$ cat src/rtl/store_queue.sv
// Store write-buffer between the ALU result demux and the data RAM: FIFO of DEPTH entries drained one
// write at a time with a done handshake, plus a flush handshake. Optional forwarding via STORE_QUEUE_FWD_EN.
module store_queue #(
    parameter int DATA_W = 32,
    parameter int ADDR_W = 16,
    parameter int DEPTH  = 4
) (
    input  logic                       clk,
    input  logic                       rst,
    input  logic                       in_valid,
    output logic                       in_ready,
    input  logic [DATA_W-1:0]          in_data,
    input  logic [ADDR_W-1:0]          in_addr,
    output logic                       ram_wre,
    output logic [DATA_W-1:0]          ram_data,
    output logic [ADDR_W-1:0]          ram_addr,
    input  logic                       ram_done,
    input  logic                       flush,
    output logic                       flush_done,
    output logic [$clog2(DEPTH):0]     count,
    output logic                       full,
    output logic                       empty,
    output logic [15:0]                wr_count,
    input  logic [ADDR_W-1:0]          lk_addr,
    output logic                       lk_hit,
    output logic [DATA_W-1:0]          lk_data
);
    localparam int PW = $clog2(DEPTH);
    localparam int CW = PW + 1;

    // state  | meaning
    // IDLE   | nothing in flight; leaves as soon as an entry is queued
    // ISSUE  | one-cycle ram_wre strobe for the head entry
    // WAIT   | head written, waiting for ram_done to pop it
    typedef enum logic [1:0] {S_IDLE, S_ISSUE, S_WAIT} state_t;

    state_t              state_q, state_d;
    logic [DATA_W-1:0]   data_q [DEPTH];
    logic [ADDR_W-1:0]   addr_q [DEPTH];
    logic [PW-1:0]       head_q, head_d, tail_q, tail_d;
    logic [CW-1:0]       count_q, count_d;
    logic [15:0]         wr_count_q, wr_count_d;
    logic                ram_wre_q, ram_wre_d;
    logic                flushing_q, flushing_d;
    logic                flush_done_q, flush_done_d;
    logic                push, pop;

    assign full       = (count_q == CW'(DEPTH));
    assign empty      = (count_q == '0);
    assign in_ready   = !full && !flushing_q;
    assign count      = count_q;
    assign wr_count   = wr_count_q;
    assign ram_wre    = ram_wre_q;
    assign flush_done = flush_done_q;
    assign ram_data   = data_q[head_q];
    assign ram_addr   = addr_q[head_q];

    always_comb begin
        push         = in_valid && in_ready;
        pop          = (state_q == S_WAIT) && ram_done;
        count_d      = count_q + CW'(push) - CW'(pop);
        head_d       = pop  ? head_q + PW'(1) : head_q;
        tail_d       = push ? tail_q + PW'(1) : tail_q;
        wr_count_d   = wr_count_q + 16'(pop);
        state_d      = state_q;
        ram_wre_d    = 1'b0;
        case (state_q)
            S_IDLE: begin
                if (count_q != '0) begin
                    state_d   = S_ISSUE;
                    ram_wre_d = 1'b1;
                end
            end
            S_ISSUE: state_d = S_WAIT;
            S_WAIT: begin
                if (ram_done) begin
                    if (count_d != '0) begin
                        state_d   = S_ISSUE;
                        ram_wre_d = 1'b1;
                    end else begin
                        state_d = S_IDLE;
                    end
                end
            end
            default: state_d = S_IDLE;
        endcase
        // A flush arriving while one is pending merges into it.
        flush_done_d = flushing_q && (count_q == '0) && (state_q == S_IDLE);
        flushing_d   = flush_done_d ? 1'b0 : (flushing_q || flush);
    end

    always_ff @(posedge clk) begin
        if (rst) begin
            state_q      <= S_IDLE;
            head_q       <= '0;
            tail_q       <= '0;
            count_q      <= '0;
            wr_count_q   <= '0;
            ram_wre_q    <= 1'b0;
            flushing_q   <= 1'b0;
            flush_done_q <= 1'b0;
            for (int i = 0; i < DEPTH; i++) begin
                data_q[i] <= '0;
                addr_q[i] <= '0;
            end
        end else begin
            state_q      <= state_d;
            head_q       <= head_d;
            tail_q       <= tail_d;
            count_q      <= count_d;
            wr_count_q   <= wr_count_d;
            ram_wre_q    <= ram_wre_d;
            flushing_q   <= flushing_d;
            flush_done_q <= flush_done_d;
            if (push) begin
                data_q[tail_q] <= in_data;
                addr_q[tail_q] <= in_addr;
            end
        end
    end

`ifdef STORE_QUEUE_FWD_EN
    logic [PW-1:0] fwd_idx;

    // Walk oldest to youngest so the youngest match overrides.
    always_comb begin
        lk_hit  = 1'b0;
        lk_data = '0;
        fwd_idx = '0;
        for (int i = 0; i < DEPTH; i++) begin
            fwd_idx = head_q + PW'(i);
            if ((CW'(i) < count_q) && (addr_q[fwd_idx] == lk_addr)) begin
                lk_hit  = 1'b1;
                lk_data = data_q[fwd_idx];
            end
        end
    end
`else
    logic lk_unused;
    assign lk_unused = ^lk_addr;
    assign lk_hit    = 1'b0;
    assign lk_data   = '0;
`endif

endmodule
$ cat config.mk
export PLATFORM = sky130hd
export DESIGN_NAME = store_queue
export DESIGN_NICKNAME = d
export VERILOG_FILES = /design/src/rtl/store_queue.sv
export SDC_FILE = /design/constraint.sdc
export NUM_CORES = 1
export LEC_CHECK = 0
export CAP_MARGIN = 25
export CORE_AREA = 2 2 161 163
export CTS_CLUSTER_SIZE = 25
export DETAILED_ROUTE_END_ITERATION = 12
export DIE_AREA = 0 0 163 165
export HOLD_SLACK_MARGIN = 0.05
export PLACE_DENSITY = 0.65
export SKIP_LAST_GASP = 1
export SLEW_MARGIN = 10
export SYNTH_ARGS = -nofsm -noshare
export SYNTH_HDL_FRONTEND = slang
export SYNTH_SLANG_ARGS = --single-unit
$ cat constraint.sdc
create_clock -name clk -period 22.3 [get_ports clk]
set_clock_uncertainty 0.1 [all_clocks]
set_input_delay 6.69 -clock clk [delete_from_list [all_inputs] [get_ports clk]]
set_output_delay 6.69 -clock clk [all_outputs]
set_load 0.02 [all_outputs]
### Word level (Yosys, flattened, before mapping)

Memories as Yosys holds them, arrays and structs flattened. A register that Yosys moved wholly into a read port is not among the register bits.
Index checks and enable logic that the tools add are counted.

| word-level totals | value |
|---|---|
| memories kept | 2 |
| register bits after elaboration | 28 |
| RAM bits | 192 |

Memory list:

| name | depth | width | read ports | clocked after Yosys merged registers in | wr ports | line | text |
|---|---|---|---|---|---|---|---|
| data_q | 4 | 32 | 1 | 1 | 4 | 38 | `logic [DATA_W-1:0] data_q [DEPTH];` |
| addr_q | 4 | 16 | 1 | 1 | 4 | 39 | `logic [ADDR_W-1:0] addr_q [DEPTH];` |

| operators by class | value |
|---|---|
| reduce and logical (&&, ||, !) cells | 16 |
| equality and inequality tests | 5 |
| multiplexer cells | 23 |
| $add $sub $neg | 5 |

Operators with widths:

| operator | count |
|---|---|
| $mux 32 | 1 |
| $reduce_or 32->1 | 1 |
| $add 16x1->16 | 1 |
| $mux 16 | 1 |
| $mux 2 | 8 |
| $reduce_or 16->1 | 1 |
| $mux 1 | 11 |
| $pmux 2 s3 | 1 |
| $reduce_bool 3->1 | 2 |
| $logic_and 1x1->1 | 5 |
| $add 2x1->2 const B | 2 |
| $ne 2x2->1 const B | 2 |
| $add 3x1->3 | 1 |
| $eq 3x3->1 const B | 1 |
| $logic_not 3->1 | 1 |
| $sub 3x1->3 | 1 |
| $eq 2x1->1 const B | 1 |
| $eq 2x2->1 const B | 1 |
| $logic_not 1->1 | 2 |
| $logic_not 2->1 | 1 |
| $pmux 1 s2 | 1 |
| $reduce_and 2->1 | 1 |
| $reduce_or 2->1 | 1 |
| $logic_or 1x1->1 | 1 |

### Depth between registers and ports, before layout

| logic depth | value |
|---|---|
| word-level depth | 10 |
| gate-level depth with buffers | 11 |
| depth with buffers taken out | 10 |

### Worst setup path before layout

Ideal clock, no wire load.

| timing | value |
|---|---|
| kind | input port to flip-flop |
| start point | in in_valid |
| end point | mem addr_q[1][0], enable pin |
| stages | 3 |
| path slack | 9805 ps |
| data arrival time | 11809 ps |
| buffers on the path | 1 |
| cells stage by stage | nand2b_1 -> buf_4 -> o41ai_1 |

RTL lines:

| what | line | text |
|---|---|---|
| start, declared | 10 | `input logic in_valid,` |
| end, declared | 39 |  |

==> impl.org <==
** Outcome
- The run finished with clean final reports.

** Critical path
- At the worst endpoint, the arrival time is 2.66 ns.
- Maximum fanout along the worst path :: 32
- Startpoint of the worst register-to-register path :: flushing_q
- STA classifies the critical path endpoint as an output pin.
- Data on the critical path is required at its endpoint by 15.51 ns.
- The worst register-to-register path ends at data_q[0][24].
- Slack of the worst reg-to-reg path :: 19.32 ns
- The worst setup path is of the register to output pin kind.
- Measured in cells, the most critical reg-to-reg path has a length of 5.
- Capture point of the critical path :: ram_data[4]
- Kind of start point of the critical path :: register

** Logic synthesis
- In this run, distinct cell masters in the synthesized netlist total 44.
- Commonest cells in the netlist :: sky130_fd_sc_hd__and2_1, sky130_fd_sc_hd__edfxtp_1, sky130_fd_sc_hd__mux4_2
- Dominant combinational cell family by area after synthesis :: simple AND/OR/NAND/NOR gates
- Share of flip-flops with an asynchronous set or reset after synthesis :: 0%
- After synthesis, the largest area contributor takes up 58.06% of total cell area.
- Counting flops with a built-in enable in the synthesized netlist gives 192.
- In the synthesized netlist the dominant register cell turns out to be sky130_fd_sc_hd__edfxtp_1.
- Summed over all instances, the cell type with the most area after synthesis is sky130_fd_sc_hd__edfxtp_1.
- The synthesized netlist devotes 1.449% of its cell area to compound gates.
- During synthesis, Yosys emitted a total of 0 warnings.
- Post-Synth XOR/XNOR Area :: 0.6174%
- The cell area that synthesis handed to floorplanning was 0.009931 mm².
- Count of state elements after synthesis :: 222
- Synthesized-area fraction occupied by and/or/nand/nor cells :: 16.58%
- Post-Syn Area per Cell :: 15.25 µm²
- Top post-synthesis cells by area :: sky130_fd_sc_hd__edfxtp_1, sky130_fd_sc_hd__and2_1, sky130_fd_sc_hd__mux4_2
- The portion of synthesized area spent on multiplexers is 11.44%.
- Proportion of synthesized chip area in sequential cells :: 64.10%
- The cell count after synthesis came out at 651.
- Adder and majority gate portion of the synthesized area :: 0.7056%

** Routing
- Dividing the detail-routed wire length by the instance count gives 18.33 µm.
- The final layout contains routed wiring with a total length of 20.58 mm.
- Remaining number of nets flagged by the antenna check after routing :: 0
- For this block, the via count after detailed routing is 5,437.
- After detailed routing, the number of remaining DRC violations is 0.
- For this run, the detailed router's first-pass iteration total came to 4.
- Detailed-route vias per instance :: 4.841
- DRT iter0 DRCs :: 381

** Clock tree
- Cell at the root of the clock tree :: sky130_fd_sc_hd__clkbuf_16
- The number of gates resized after CTS was 0.
- CTS tree :: done
- Clk buf depth :: 3
- Number of clock sinks seen by CTS :: 222
- Clock latency on the worst-skew pair :: 0.50 ns
- Hold repair after CTS inserted 0 buffers.
- CTS clk-pin slew, worst paths :: 0.06 ns
- Buffers added to address setup during post-CTS repair amount to 0.
- In this run the number of H-tree levels came out at 1.
- Clock tree synthesis inserted a total of 25 buffers.

** Power
- Power density over the cells :: 90.51 mW/mm²
- Maximum ir drop on the vdd rail :: 0.07489 mV
- Power comes to 1096 µW.
- Static power due to leakage :: 0.004331 µW

** STA
- Shortest clock period the worst path allows after layout :: 9.451 ns
- In the final timing run, aggregate negative setup slack is 0 ns.
- F_max :: 105.8 MHz
- The max-slew violation total from the final report came to 0.
- The number of hold-slack violations in the final timing report is 0.
- Period utilization :: 42.38%
- After layout, the worst setup slack is 12.85 ns.
- Total of endpoints with negative setup slack in the final report :: 0
- Max_slew headroom :: 42.63%
- RSZ-0062 raised after global routing :: false
- Final hold analysis gives a worst-case slack of 0.3894 ns.
- For the pin with the worst max-slew slack, the measured transition is 0.8596 ns.

** Die
- Die height :: 165 µm
- Ports :: 174
- Placeable core region :: 0.02504 mm²
- Row generation in the floorplan step produced 58 rows.
- Initial Util :: 39.67%
- The floorplan step defined a die boundary enclosing 0.02690 mm².
- Die X :: 163 µm

** Finish
- The layout has 2,171 filler cells.
- The multi-input combinational cells in the finished layout cover a total of 0.003218 mm².
- The repair_antennas step left the layout with diodes totalling 0.
- Post-synthesis to final-layout area growth :: 21.97%
- Registers take 0.006371 mm².
- The net count of the finished layout is 850.
- In the final layout, the share of cells above drive strength 1 is 13.37%.
- Final core utilization :: 48.38%

** Global route
- Number of global-route vias before repair :: 5,805
- Global routing used 15.69% of the available tracks.
- Residual overflow from global routing :: 0
- The first global-routing pass estimated 32.21 mm of wire.
- Initial antenna violation count :: 1
- Maximum number of pins on one net before global-route repair :: 50

** Min path
- The path class of the tightest hold or removal check is register to register.

** Placement
- Pre-CTS WS :: 12.53 ns
- I/O Buffers :: 124
- Routability-driven placement finished with a final weighted congestion of 0.7095.
- Placed wire-length estimate :: 11.13 mm

** Job
- Number of max-cap violations :: 0
## routing by layer
metal	global-route usage, %	vias up	share of wire (%)	wire (µm)
met1	21.04	2688	43	8907
met3	3.541	27	6.5	1337
met2	26.48	154	49	10100
met5	0	-	0	0
met4	2.936	0	1.2	238
li1	-	2568	-	-
## cell usage in the layout (no fill, tap or decap), types with 2 or more instances in the layout
cell	n
sky130_fd_sc_hd__a21oi_1	8
sky130_fd_sc_hd__a31oi_1	2
sky130_fd_sc_hd__and2_1	192
sky130_fd_sc_hd__buf_4	10
sky130_fd_sc_hd__clkbuf_1	6
sky130_fd_sc_hd__clkbuf_16	25
sky130_fd_sc_hd__clkdlybuf4s50_1	124
sky130_fd_sc_hd__clkinv_1	7
sky130_fd_sc_hd__clkinv_2	4
sky130_fd_sc_hd__conb_1	33
sky130_fd_sc_hd__dfxtp_1	28
sky130_fd_sc_hd__edfxtp_1	192
sky130_fd_sc_hd__ha_1	4
sky130_fd_sc_hd__inv_1	9
sky130_fd_sc_hd__mux2_2	4
sky130_fd_sc_hd__mux4_2	48
sky130_fd_sc_hd__nand2_1	4
sky130_fd_sc_hd__nand2b_1	4
sky130_fd_sc_hd__nand3_1	6
sky130_fd_sc_hd__nand4_1	3
sky130_fd_sc_hd__nor2_1	23
sky130_fd_sc_hd__nor2b_1	7
sky130_fd_sc_hd__nor4_1	4
sky130_fd_sc_hd__nor4b_4	2
sky130_fd_sc_hd__o21ai_0	4
sky130_fd_sc_hd__o31ai_1	4
sky130_fd_sc_hd__or3_1	4
sky130_fd_sc_hd__or4_1	5
sky130_fd_sc_hd__xnor2_1	4
sky130_fd_sc_hd__xor2_1	3
## registers in the layout, indices dropped and copies added (netlist names), named ones only
signal	cells
data_q	128
addr_q	64
wr_count	16
count	3
head_q	2
state_q	2
tail_q	2
flush_done	1
flushing_q	1
ram_wre	1
## through the flow
step / std cells / instance area, µm²
after floorplan: 683 / 10050
after global placement: 1078 / 11350
after detailed placement: 1079 / 11380
after CTS: 1123 / 12110
after global routing: 1123 / 12110
final: 1123 / 12110
## how the worst min path moves through the flow
stage	depth (start not counted)	slack [ns]	endpoint	start
after CTS	2	0.39	flush_done	flushing_q
after global routing	2	0.42	flush_done	flushing_q
after detailed placement	2	0.37	flush_done	flushing_q
after floorplan	2	0.34	flush_done	flushing_q
after global placement	2	0.39	wr_count[12]	wr_count[12]
final	2	0.39	flush_done	flushing_q
## cell type report
cell class | count | area share (%)
multi-input cells | 383 | 26.57
well taps | 330 | 3.409
clock buffers | 31 | 5.351
flip-flops and latches | 222 | 52.60
clock inverters | 13 | 0.7024
inverters | 9 | 0.2789
repair buffers | 135 | 11.09
## power breakdown
| group | switching [µW] | total (µW) | internal [µW] |
|---|---|---|---|
| Sequential | 15.0 | 511 | 496 |
| Combinational | 115 | 212 | 97.8 |
| Clock | 157 | 373 | 216 |
## cell families (layout without fill, tap and decap cells)
group / count (synthesis) / in the layout
mux: 53 / 53
flops: 222 / 222
fa+ha+maj: 5 / 5
buf+inv: 78 / 188
compound gates: 23 / 23
simple gates: 262 / 262
other cells: 1 / 33
xor+xnor: 7 / 7
## critical path: stages, from the launching register on
cell                              delay [ns]
sky130_fd_sc_hd__dfxtp_4                0.33
sky130_fd_sc_hd__buf_4                  0.35
sky130_fd_sc_hd__buf_16                 0.32
sky130_fd_sc_hd__mux4_2                 0.53
sky130_fd_sc_hd__clkdlybuf4s50_1        0.62
Power figures use the tool's default switching activity.
